$ cat src/rtl/ddr3_req_arbiter.sv
// Round-robin arbiter sharing the ddr3_fsm write/read request ports among PORTS requesters,
// with grant locking across multi-command bursts. Optional macro: DDR3_ARB_TID_TAG_EN.
module ddr3_req_arbiter #(
    parameter int PORTS       = 4,
    parameter int REQID       = 4,
    parameter int ADDRS       = 25,
    parameter int LOCK_CYCLES = 255,
    localparam int PSB        = $clog2(PORTS) - 1,
    localparam int TIDW       = REQID + PSB + 1
) (
    input  logic                   clock,
    input  logic                   reset,

    input  logic [PORTS-1:0]       req_req_i,
    input  logic [PORTS-1:0]       req_wr_i,
    input  logic [PORTS-1:0]       req_lst_i,
    input  logic [PORTS*REQID-1:0] req_tid_i,
    input  logic [PORTS*ADDRS-1:0] req_adr_i,
    output logic [PORTS-1:0]       req_ack_o,
    output logic [PORTS-1:0]       req_err_o,

    output logic                   fsm_wrreq_o,
    output logic                   fsm_wrlst_o,
    output logic [TIDW-1:0]        fsm_wrtid_o,
    output logic [ADDRS-1:0]       fsm_wradr_o,
    input  logic                   fsm_wrack_i,
    input  logic                   fsm_wrerr_i,

    output logic                   fsm_rdreq_o,
    output logic                   fsm_rdlst_o,
    output logic [TIDW-1:0]        fsm_rdtid_o,
    output logic [ADDRS-1:0]       fsm_rdadr_o,
    input  logic                   fsm_rdack_i,
    input  logic                   fsm_rderr_i,

    output logic [PORTS-1:0]       arb_gnt_o,
    output logic                   arb_lck_o,
    output logic                   arb_tmo_o
);

    localparam int PW = PSB + 1;

    // Handshake: a requester holds req_req_i with stable fields until it sees its req_ack_o
    // bit; req_err_o is only meaningful while req_ack_o is high. The FSM side follows the
    // same rule: fsm_*req_o stays high with stable fields until fsm_*ack_i is sampled.

    typedef enum logic [1:0] {
        S_IDLE  = 2'd0,
        S_ISSUE = 2'd1,
        S_HOLD  = 2'd2,
        S_LOCK  = 2'd3
    } state_t;

    state_t           state_q;
    state_t           state_d;

    logic [PW-1:0]    ptr_q;
    logic [PW-1:0]    gnt_q;
    logic             wr_q;
    logic             lst_q;
    logic [REQID-1:0] tid_q;
    logic [ADDRS-1:0] adr_q;
    logic [7:0]       lock_cnt_q;

    logic             pick_vld;
    logic [PW-1:0]    pick_idx;
    logic             load_cmd;
    logic [PW-1:0]    load_idx;
    logic             release_grant;
    logic             lock_timeout;
    logic             ack_in;
    logic             err_in;
    logic             ack_hit;
    logic [PW-1:0]    next_ptr;

    // First requesting port at or after the round-robin pointer, wrapping modulo PORTS.
    always_comb begin
        int j;
        j        = 0;
        pick_vld = 1'b0;
        pick_idx = '0;
        for (int i = 0; i < PORTS; i++) begin
            j = int'(ptr_q) + i;
            if (j >= PORTS) begin
                j = j - PORTS;
            end
            if (!pick_vld && req_req_i[j]) begin
                pick_vld = 1'b1;
                pick_idx = PW'(j);
            end
        end
    end

    assign ack_in   = wr_q ? fsm_wrack_i : fsm_rdack_i;
    assign err_in   = wr_q ? fsm_wrerr_i : fsm_rderr_i;
    // Reset abandons an in-flight command, so an ack seen in the reset cycle is not forwarded.
    assign ack_hit  = (state_q == S_ISSUE) && ack_in && !reset;
    assign next_ptr = (gnt_q == PW'(PORTS - 1)) ? '0 : gnt_q + 1'b1;

    always_ff @(posedge clock) begin
        if (reset) begin
            state_q <= S_IDLE;
        end else begin
            state_q <= state_d;
        end
    end

    always_comb begin
        state_d       = state_q;
        load_cmd      = 1'b0;
        load_idx      = pick_idx;
        release_grant = 1'b0;
        lock_timeout  = 1'b0;
        case (state_q)
            S_IDLE: begin
                if (pick_vld) begin
                    load_cmd = 1'b1;
                    load_idx = pick_idx;
                    state_d  = S_ISSUE;
                end
            end
            S_ISSUE: begin
                if (ack_hit) begin
                    state_d = S_HOLD;
                end
            end
            S_HOLD: begin
                if (lst_q) begin
                    release_grant = 1'b1;
                    state_d       = S_IDLE;
                end else begin
                    state_d = S_LOCK;
                end
            end
            S_LOCK: begin
                if (req_req_i[gnt_q]) begin
                    load_cmd = 1'b1;
                    load_idx = gnt_q;
                    state_d  = S_ISSUE;
                end else if (lock_cnt_q == 8'(LOCK_CYCLES - 1)) begin
                    lock_timeout  = 1'b1;
                    release_grant = 1'b1;
                    state_d       = S_IDLE;
                end
            end
            default: begin
                state_d = S_IDLE;
            end
        endcase
    end

    always_ff @(posedge clock) begin
        if (reset) begin
            ptr_q      <= '0;
            gnt_q      <= '0;
            wr_q       <= 1'b0;
            lst_q      <= 1'b0;
            tid_q      <= '0;
            adr_q      <= '0;
            lock_cnt_q <= '0;
        end else begin
            if (load_cmd) begin
                gnt_q <= load_idx;
                wr_q  <= req_wr_i[load_idx];
                lst_q <= req_lst_i[load_idx];
                tid_q <= req_tid_i[int'(load_idx)*REQID +: REQID];
                adr_q <= req_adr_i[int'(load_idx)*ADDRS +: ADDRS];
            end
            if (release_grant) begin
                ptr_q <= next_ptr;
            end
            // Counts idle LOCK cycles; any exit from LOCK clears it.
            if (state_q == S_LOCK && state_d == S_LOCK) begin
                lock_cnt_q <= lock_cnt_q + 8'd1;
            end else begin
                lock_cnt_q <= '0;
            end
        end
    end

    always_comb begin
        arb_gnt_o = '0;
        if (state_q != S_IDLE) begin
            arb_gnt_o[gnt_q] = 1'b1;
        end
        req_ack_o = '0;
        req_err_o = '0;
        if (ack_hit) begin
            req_ack_o[gnt_q] = 1'b1;
            req_err_o[gnt_q] = err_in;
        end
        fsm_wrreq_o = (state_q == S_ISSUE) && wr_q;
        fsm_rdreq_o = (state_q == S_ISSUE) && !wr_q;
        arb_lck_o   = (state_q == S_LOCK);
        arb_tmo_o   = lock_timeout;
    end

    assign fsm_wrlst_o = lst_q;
    assign fsm_rdlst_o = lst_q;
    assign fsm_wradr_o = adr_q;
    assign fsm_rdadr_o = adr_q;

`ifdef DDR3_ARB_TID_TAG_EN
    assign fsm_wrtid_o = {gnt_q, tid_q};
    assign fsm_rdtid_o = {gnt_q, tid_q};
`else
    assign fsm_wrtid_o = {{PW{1'b0}}, tid_q};
    assign fsm_rdtid_o = {{PW{1'b0}}, tid_q};
`endif

    // Structural invariants of the grant and request outputs.
    a_one_dir : assert property (@(posedge clock) disable iff (reset) !(fsm_wrreq_o && fsm_rdreq_o));
    a_gnt_oh  : assert property (@(posedge clock) disable iff (reset) $onehot0(arb_gnt_o));

endmodule

$ cat config.mk
export PLATFORM = sky130hd
export DESIGN_NAME = ddr3_req_arbiter
export DESIGN_NICKNAME = d
export VERILOG_FILES = /design/src/rtl/ddr3_req_arbiter.sv
export SDC_FILE = /design/constraint.sdc
export NUM_CORES = 1
export LEC_CHECK = 0
export CORE_MARGIN = 4
export CORE_UTILIZATION = 40
export CTS_BUF_LIST = sky130_fd_sc_hd__clkbuf_2 sky130_fd_sc_hd__clkbuf_4 sky130_fd_sc_hd__clkbuf_8
export CTS_CLUSTER_DIAMETER = 60
export CTS_CLUSTER_SIZE = 24
export DETAILED_ROUTE_END_ITERATION = 7
export PLACE_DENSITY = 0.93
export SLEW_MARGIN = 40
export SYNTH_ARGS = -nofsm -noshare
export SYNTH_HDL_FRONTEND = slang
export SYNTH_SLANG_ARGS = --single-unit
$ cat constraint.sdc
create_clock -name clock -period 4 [get_ports clock]
set_input_delay 0.4 -clock clock [delete_from_list [all_inputs] [get_ports clock]]
set_output_delay 0.4 -clock clock [all_outputs]
set_load 0.005 [all_outputs]
==> results of run 1 <==
-- cell usage in the layout, fill, tap and decap left out, types with 2 or more instances in the layout --
cell type,count
conb_1,4
inv_1,10
and3_1,8
nor2_1,16
nand2b_2,2
nand3_1,7
a21o_1,3
a211oi_1,2
clkdlybuf4s50_1,209
mux2_2,3
a21oi_1,4
and2_1,6
xnor2_1,2
ha_1,11
o21bai_1,11
buf_4,4
clkbuf_8,7
o21ai_0,2
o21ai_1,2
o2111ai_1,2
o21a_1,2
a221oi_1,6
mux2i_1,67
xor2_1,4
nor2b_1,8
nand2_1,21
nand3b_1,6
a221oi_2,7
o221ai_1,19
dfxtp_1,45
-- layer usage --
layer | share of wire, % | up-vias | global-route usage, %
li1 | - | 1575 | -
met1 | 38 | 1542 | 22.6
met2 | 51 | 166 | 39.2
met3 | 8.0 | 23 | 5.29
met4 | 2.9 | 0 | 7.67
met5 | 0 | - | 0
-- cells by family (layout without fill, tap and decap cells) --
group / count (synthesis) / count (layout)
other: 1 / 4
flip-flops: 45 / 45
buffers and inverters: 60 / 231
AND/OR/NAND/NOR: 82 / 82
multiplexers: 71 / 71
XOR/XNOR: 6 / 6
AO/OA/AOI/OAI: 66 / 66
adder cells (fa/ha/maj): 11 / 11
-- worst max path at each step --
| stage | endpoint | slack (ps) | cells after the start |
|---|---|---|---|
| 4_1_cts | fsm_rdadr_o[15] | 1010 | 7 |
| 3_3_place_gp | fsm_rdadr_o[15] | 910 | 7 |
| 3_5_place_dp | fsm_rdadr_o[15] | 800 | 7 |
| 2_1_floorplan | fsm_rdadr_o[0] | 1910 | 7 |
| 6_report | fsm_rdadr_o[15] | 1220 | 7 |
| 5_1_grt | fsm_rdadr_o[15] | 1040 | 7 |
-- through the flow --
step / power [mW] / cell area, um2 / std cells / util [%]
global route: 2.76 / 5250 / 618 / 67.5
global placement: 2.23 / 5130 / 610 / 66.1
CTS: 2.59 / 5240 / 618 / 67.4
detailed placement: 2.28 / 5140 / 610 / 66.1
floorplan: 1.61 / 3240 / 345 / -
finish: 2.57 / 5250 / 618 / 67.5
-- area by class of cell --
type,instances,share of cell area (%)
Sequential cell,45,17.2
Clock inverter,1,0.0954
Tap cell,102,2.43
Timing Repair Buffer,213,40.4
Inverter,10,0.715
Clock buffer,7,1.84
Multi-Input combinational cell,240,37.3
-- registers in the layout (all words and copies together), names as in the netlist --
name and cells:
fsm_rdadr_o 25, lock_cnt_q 8, tid_q 4, gnt_q 2
ptr_q 2, state_q 2, fsm_rdlst_o 1, wr_q 1
-- power breakdown --
group / internal [mW] / switching (mW) / leakage [nW]
clock network: 0.156 / 0.149 / 0.0542
logic: 0.883 / 0.628 / 1.63
registers: 0.605 / 0.152 / 0.370
-- critical path: cells and delay by family --
kind                   cells  cell delay, ps
AO/OA/AOI/OAI              3             790
buffers and inverters      1             490
AND/OR/NAND/NOR            3            1240
==> impl_metrics.csv, run 1 <==
group,metric,value,unit
clocking,clock-sinks,45,
min_path,hold_path.startpoint,"fsm_rdadr_o[11]",
clocking,clockRootBuffer,"clkbuf_8",
sta,timing.final.max_slew_violations,0,
drt,dr_total_vias,3306,
yosys,synth-edff-count,0,
yosys,post-synth-top-count-cell,"mux2i_1",
clocking,postCtsResizedCells,0,
yosys,synth_top_flop_cell,"dfxtp_1",
clocking,htree_levels,2,
sta,report.final.hold_viol_count,0,
yosys,cell_area_synth,3230,um2
yosys,yosys-mux-area-fraction,22.3,%
floorplan,io_pins,214,
yosys,parity_gate_share_of_the_synthesized_area_counting_xor_and_xnor_cells,1.63,%
sta,finalCritPeriodShare,69.6,%
flow_run,drv.max_cap_violation_count,0,
yosys,synth_largest_area_cell,"dfxtp_1",
critical_path,critical_path.reg2reg.startpoint,"state_q[1]",
critical_path,required_time_at_the_endpoint_of_the_critical_path,4160,ps
critical_path,worst-r2r-setup-slack,1230,ps
floorplan,placeableCoreArea,7770,um2
floorplan,floorplan.initialDensity,41.5,%
yosys,synth-adder-area-share,4.27,%
yosys,synth_simple_gate_area_share,13.4,%
yosys,synth_top_cells_by_area,"dfxtp_1, mux2i_1, buf_4, o221ai_1, ha_1",
critical_path,critPathSlowestCell,"nor4_1",
yosys,synth.yosys.warnings,0,
sta,tightestPinTransition,687,ps
finish,area_delta_synth_final,62.6,%
min_path,hold_path_depth,2,
critical_path,cp_max_fo,14,
sta,timing.slew.headroom,53.8,%
yosys,synth_common_cells,"mux2i_1, dfxtp_1, buf_4",
finish,fill_cells,620,
critical_path,rr_worst_depth,7,
yosys,synth-compound-area-share,18.0,%
critical_path,critical_path_arrival,2940,ps
place,routabilityCongestion,0.917,
sta,fin_crit,2780,ps
place,worst_setup_slack_post_dpl,796,ps
outcome,run_status,"completed",
critical_path,reg2reg_to,"fsm_rdadr_o[15]",
sta,hold-worst-slack,503,ps
drt,route.detailed.wl_per_inst,16.8,um
yosys,yosys.cell_types.count,44,
critical_path,worstSetupStartpointType,"input pin",
finish,drive_gt1_share,6.40,%
yosys,syn-instance-count,342,
pwr,power.density_cell_area,491,nW/um2
finish,nNetsFinal,660,
sta,rsz_0062_raised_after_global_routing,"no",
sta,fin_tns_setup,0,ps
min_path,min_to,"fsm_rdadr_o[11]",
drt,drt-initial-drc-count,133,
grt,gr-usage-all-layers,20.9,%
pwr,max-vdd-ir-drop,0.229,mV
clocking,cts_hold_repair.buffers,0,
sta,setup_ws,1220,ps
finish,seq_area,901,um2
yosys,netlist.area_leader.share,27.9,%
yosys,combinational_family_with_the_most_area_after_synthesis,"multiplexers",
grt,grt_antenna_before_repair,0,
clocking,cts_tree,"done",
pwr,total_leakage_power,2.06,nW
finish,n_antenna_cell,0,
sta,worst_clock_skew,3.77,ps
clocking,cts_inserted_buffers,5,
place,dp_hpwl,8.60,mm
sta,report.final.setup_viol,0,
floorplan,floorplan.rows,32,
grt,vias_in_the_first_global_route,3469,
critical_path,cp_slowest_stage_delay,660,ps
clocking,clkTransAtPathRegs,80,ps
clocking,worstSkewPairLatency,290,ps
grt,grt-ovfl-total,0,
clocking,cts_post_setup_buffers_inserted,0,
clocking,cts-root-to-sink-buffers,2,
critical_path,setup.worst_path.start,"req_req_i[2]",
sta,highest_achievable_clock_rate,359,MHz
place,buffer_ports.inserted,209,
floorplan,fp.dieH,97.8,um
yosys,async_reset_ff_share,0,%
yosys,syn_avg_cell_area,9.44,um2
drt,viasPerCell,5.35,
yosys,yosys_register_bits,45,
floorplan,die_width,97.8,um
drt,drtPass1Iterations,4,
critical_path,path_class,"in2reg",
finish,multi_input_gate_area_in_the_final_layout,1960,um2
drt,drc_errors,0,
drt,final_antenna_violating_net_count,0,
yosys,synth_seq_area_share,27.9,%
grt,grt_first_pass_wirelength,16.5,mm
grt,grt_max_degree,31,
critical_path,setup.worst_path.end_class,"flop",
drt,finalWirelength,10.4,mm
floorplan,fp.dieArea,9570,um2
critical_path,crit_path_cell_trace,"clkdlybuf4s50_1 > nor4_1 > or3b_4 > o21a_1 > o22ai_4 > nand2b_2 > o221ai_1",
min_path,holdCritPathClass,"reg2reg",
Note: power is estimated with default switching activity, not from simulation.
==> run 2: changes to the inputs <==
--- a/config.mk
+++ b/config.mk
@@ -6,12 +6,12 @@
 export NUM_CORES = 1
 export LEC_CHECK = 0
 export CORE_MARGIN = 4
-export CORE_UTILIZATION = 40
+export CORE_UTILIZATION = 34
 export CTS_BUF_LIST = sky130_fd_sc_hd__clkbuf_2 sky130_fd_sc_hd__clkbuf_4 sky130_fd_sc_hd__clkbuf_8
 export CTS_CLUSTER_DIAMETER = 60
 export CTS_CLUSTER_SIZE = 24
 export DETAILED_ROUTE_END_ITERATION = 7
-export PLACE_DENSITY = 0.93
+export PLACE_DENSITY = 0.85
 export SLEW_MARGIN = 40
 export SYNTH_ARGS = -nofsm -noshare
 export SYNTH_HDL_FRONTEND = slang
==> constraint.sdc (replaced) <==
create_clock -name clock -period 2.37 [get_ports clock]
set_input_delay 0.237 -clock clock [delete_from_list [all_inputs] [get_ports clock]]
set_output_delay 0.237 -clock clock [all_outputs]
set_load 0.005 [all_outputs]
==> run 2 against run 1 <==
  * Sequential share of layout area decreased by 0.38 points
  * Critical endpoint is now req_err_o[3]
  * Largest power group unchanged
  * Register-to-register slack got worse by 1100 ps
  * Largest cell class unchanged
  * Wire length increased by 2.7%
==> impl_metrics.csv, run 2 (same netlist as run 1, synthesis figures left out) <==
group,metric,value,unit
sta,fin_tns_setup,0,ps
finish,layout.cells.most_common,"clkdlybuf4s50_1",
clocking,cts_post_setup_buffers_inserted,0,
clocking,clkTransAtPathRegs,80,ps
finish,post-route-util,58.3,%
grt,vias_in_the_first_global_route,3374,
finish,drive_gt1_share,8.22,%
finish,largest_register_ffs,25,
flow_run,drv.max_cap_violation_count,0,
drt,drt-initial-drc-count,121,
sta,timing.slew.headroom,57.4,%
drt,drc_errors,0,
place,buffer_ports.inserted,209,
critical_path,cp_max_fo,6,
sta,fin_crit,2240,ps
sta,highest_achievable_clock_rate,447,MHz
clocking,clockRootBuffer,"clkbuf_8",
grt,grt_max_degree,33,
clocking,htree_levels,2,
critical_path,required_time_at_the_endpoint_of_the_critical_path,2130,ps
finish,mostFrequentLayoutCells,"clkdlybuf4s50_1, mux2i_1, dfxtp_1",
grt,grt-ovfl-total,0,
floorplan,placeableCoreArea,9240,um2
finish,nNetsFinal,667,
clocking,cts_hold_repair.buffers,0,
clocking,clock-sinks,45,
clocking,cts-root-to-sink-buffers,2,
pwr,power.combinational.fraction,60.7,%
grt,grt_antenna_before_repair,0,
sta,finalCritPeriodShare,94.3,%
pwr,switching_share,36.7,%
drt,viasPerCell,5.06,
place,routabilityCongestion,0.817,
pwr,clock_power_share,10.8,%
floorplan,fp.dieArea,11100,um2
drt,finalWirelength,10.7,mm
drt,dr_total_vias,3301,
drt,final_antenna_violating_net_count,0,
drt,drtPass1Iterations,4,
pwr,max-vdd-ir-drop,0.470,mV
sta,tightestPinTransition,638,ps
outcome,run_status,"completed",
floorplan,floorplan.initialDensity,34.9,%
grt,grt_first_pass_wirelength,16.8,mm
min_path,holdCritPathClass,"reg2reg",
finish,n_antenna_cell,0,
floorplan,floorplan.rows,35,
place,dp_hpwl,8.76,mm
critical_path,path_class,"reg2out",
drt,route.detailed.wl_per_inst,16.4,um
sta,rsz_0062_raised_after_global_routing,"no",
floorplan,fp.dieH,105,um
sta,timing.final.max_slew_violations,0,
place,placed_area,5260,um2
finish,multi_input_gate_area_in_the_final_layout,1980,um2
sta,report.final.setup_viol,0,
finish,fill_cells,786,
grt,gr-usage-all-layers,18.5,%
floorplan,io_pins,214,
pwr,power.switching,1.63,mW
clocking,cts_tree,"done",
critical_path,critical_path_arrival,2000,ps
pwr,power.density_cell_area,825,nW/um2
clocking,worstSkewPairLatency,300,ps
critical_path,worstSetupStartpointType,"flop",
finish,seq_area,905,um2
sta,report.final.hold_viol_count,0,
finish,area_delta_synth_final,66.9,%
clocking,cts_inserted_buffers,5,
sta,worst_clock_skew,12.3,ps
pwr,total_leakage_power,2.10,nW
finish,final_cell_area,5390,um2
pwr,pwr-share-seq,28.5,%
critical_path,setup.worst_path.end_class,"primary output",
pwr,p_int,2.81,mW
floorplan,die_width,105,um
-- run 2: changes by cell type in the layout (fill, tap and decap cells not counted), moves of 2 or more --
cell      before  now
clkbuf_8       7    5
buf_4          4    8
nand2b_2       2    0
nand2b_4       0    2
buf_12         0    3
clkinv_4       0    2
-- run 2: critical path, cell delays in order, from the launching register on --
cell and delay (ps):
dfxtp_1 440, mux2i_1 130, nor2_1 250, and3_1 250
and2_1 130, clkdlybuf4s50_1 510
-- run 2: timing repair --
| item | CTS | global route |
|---|---|---|
| gates resized for setup | 1 | 7 |
| endpoints found under the setup margin | 1 | 15 |
| hold endpoints to repair | 0 | 0 |
-- run 2: area by class of cell --
type                            instances  share of cell area (%)
Clock buffer                            5                    1.28
Clock inverter                          3                   0.418
Inverter                               10                   0.697
Multi-Input combinational cell        240                    36.7
Sequential cell                        45                    16.8
Tap cell                              129                    3.00
Timing Repair Buffer                  220                    41.1
-- run 2: per-layer routing --
| layer | up-vias | routed length (um) | track usage, % |
|---|---|---|---|
| met4 | 0 | 242 | 5.72 |
| li1 | 1580 | - | - |
| met1 | 1529 | 4240 | 20.9 |
| met5 | - | 0 | 0 |
| met3 | 22 | 835 | 4.78 |
| met2 | 170 | 5370 | 33.7 |
-- run 2: metrics by stage --
stage          instances  hold slack (ps)  worst slack [ps]  total power, mW
2_1_floorplan        345              437               278             2.72
3_3_place_gp         644              473               110             3.87
3_5_place_dp         644              486             -46.5             3.97
4_1_cts              652              514              29.7             4.48
5_1_grt              652              538              3.43             4.74
6_report             652              509               135             4.44
-- run 2: final timing paths --
check | end | startpoint | slack [ps] | cells after the start
worst min register to register | fsm_rdadr_o[10] | fsm_rdadr_o[10] | 510 | 2
worst max-delay path | req_err_o[3] | wr_q | 130 | 5
worst min-delay path | fsm_rdadr_o[10] | fsm_rdadr_o[10] | 510 | 2
worst max register to register | fsm_rdadr_o[5] | state_q[0] | 160 | 7
-- run 2: power by group through the flow --
| stage | clock (mW) | sequential, mW | combinational [mW] |
|---|---|---|---|
| 3_3_place_gp | 0 | 1.27 | 2.60 |
| 2_1_floorplan | 0 | 1.24 | 1.48 |
| 3_5_place_dp | 0 | 1.28 | 2.69 |
| 4_1_cts | 0.502 | 1.27 | 2.70 |
| 6_report | 0.479 | 1.27 | 2.70 |
| 5_1_grt | 0.536 | 1.31 | 2.89 |
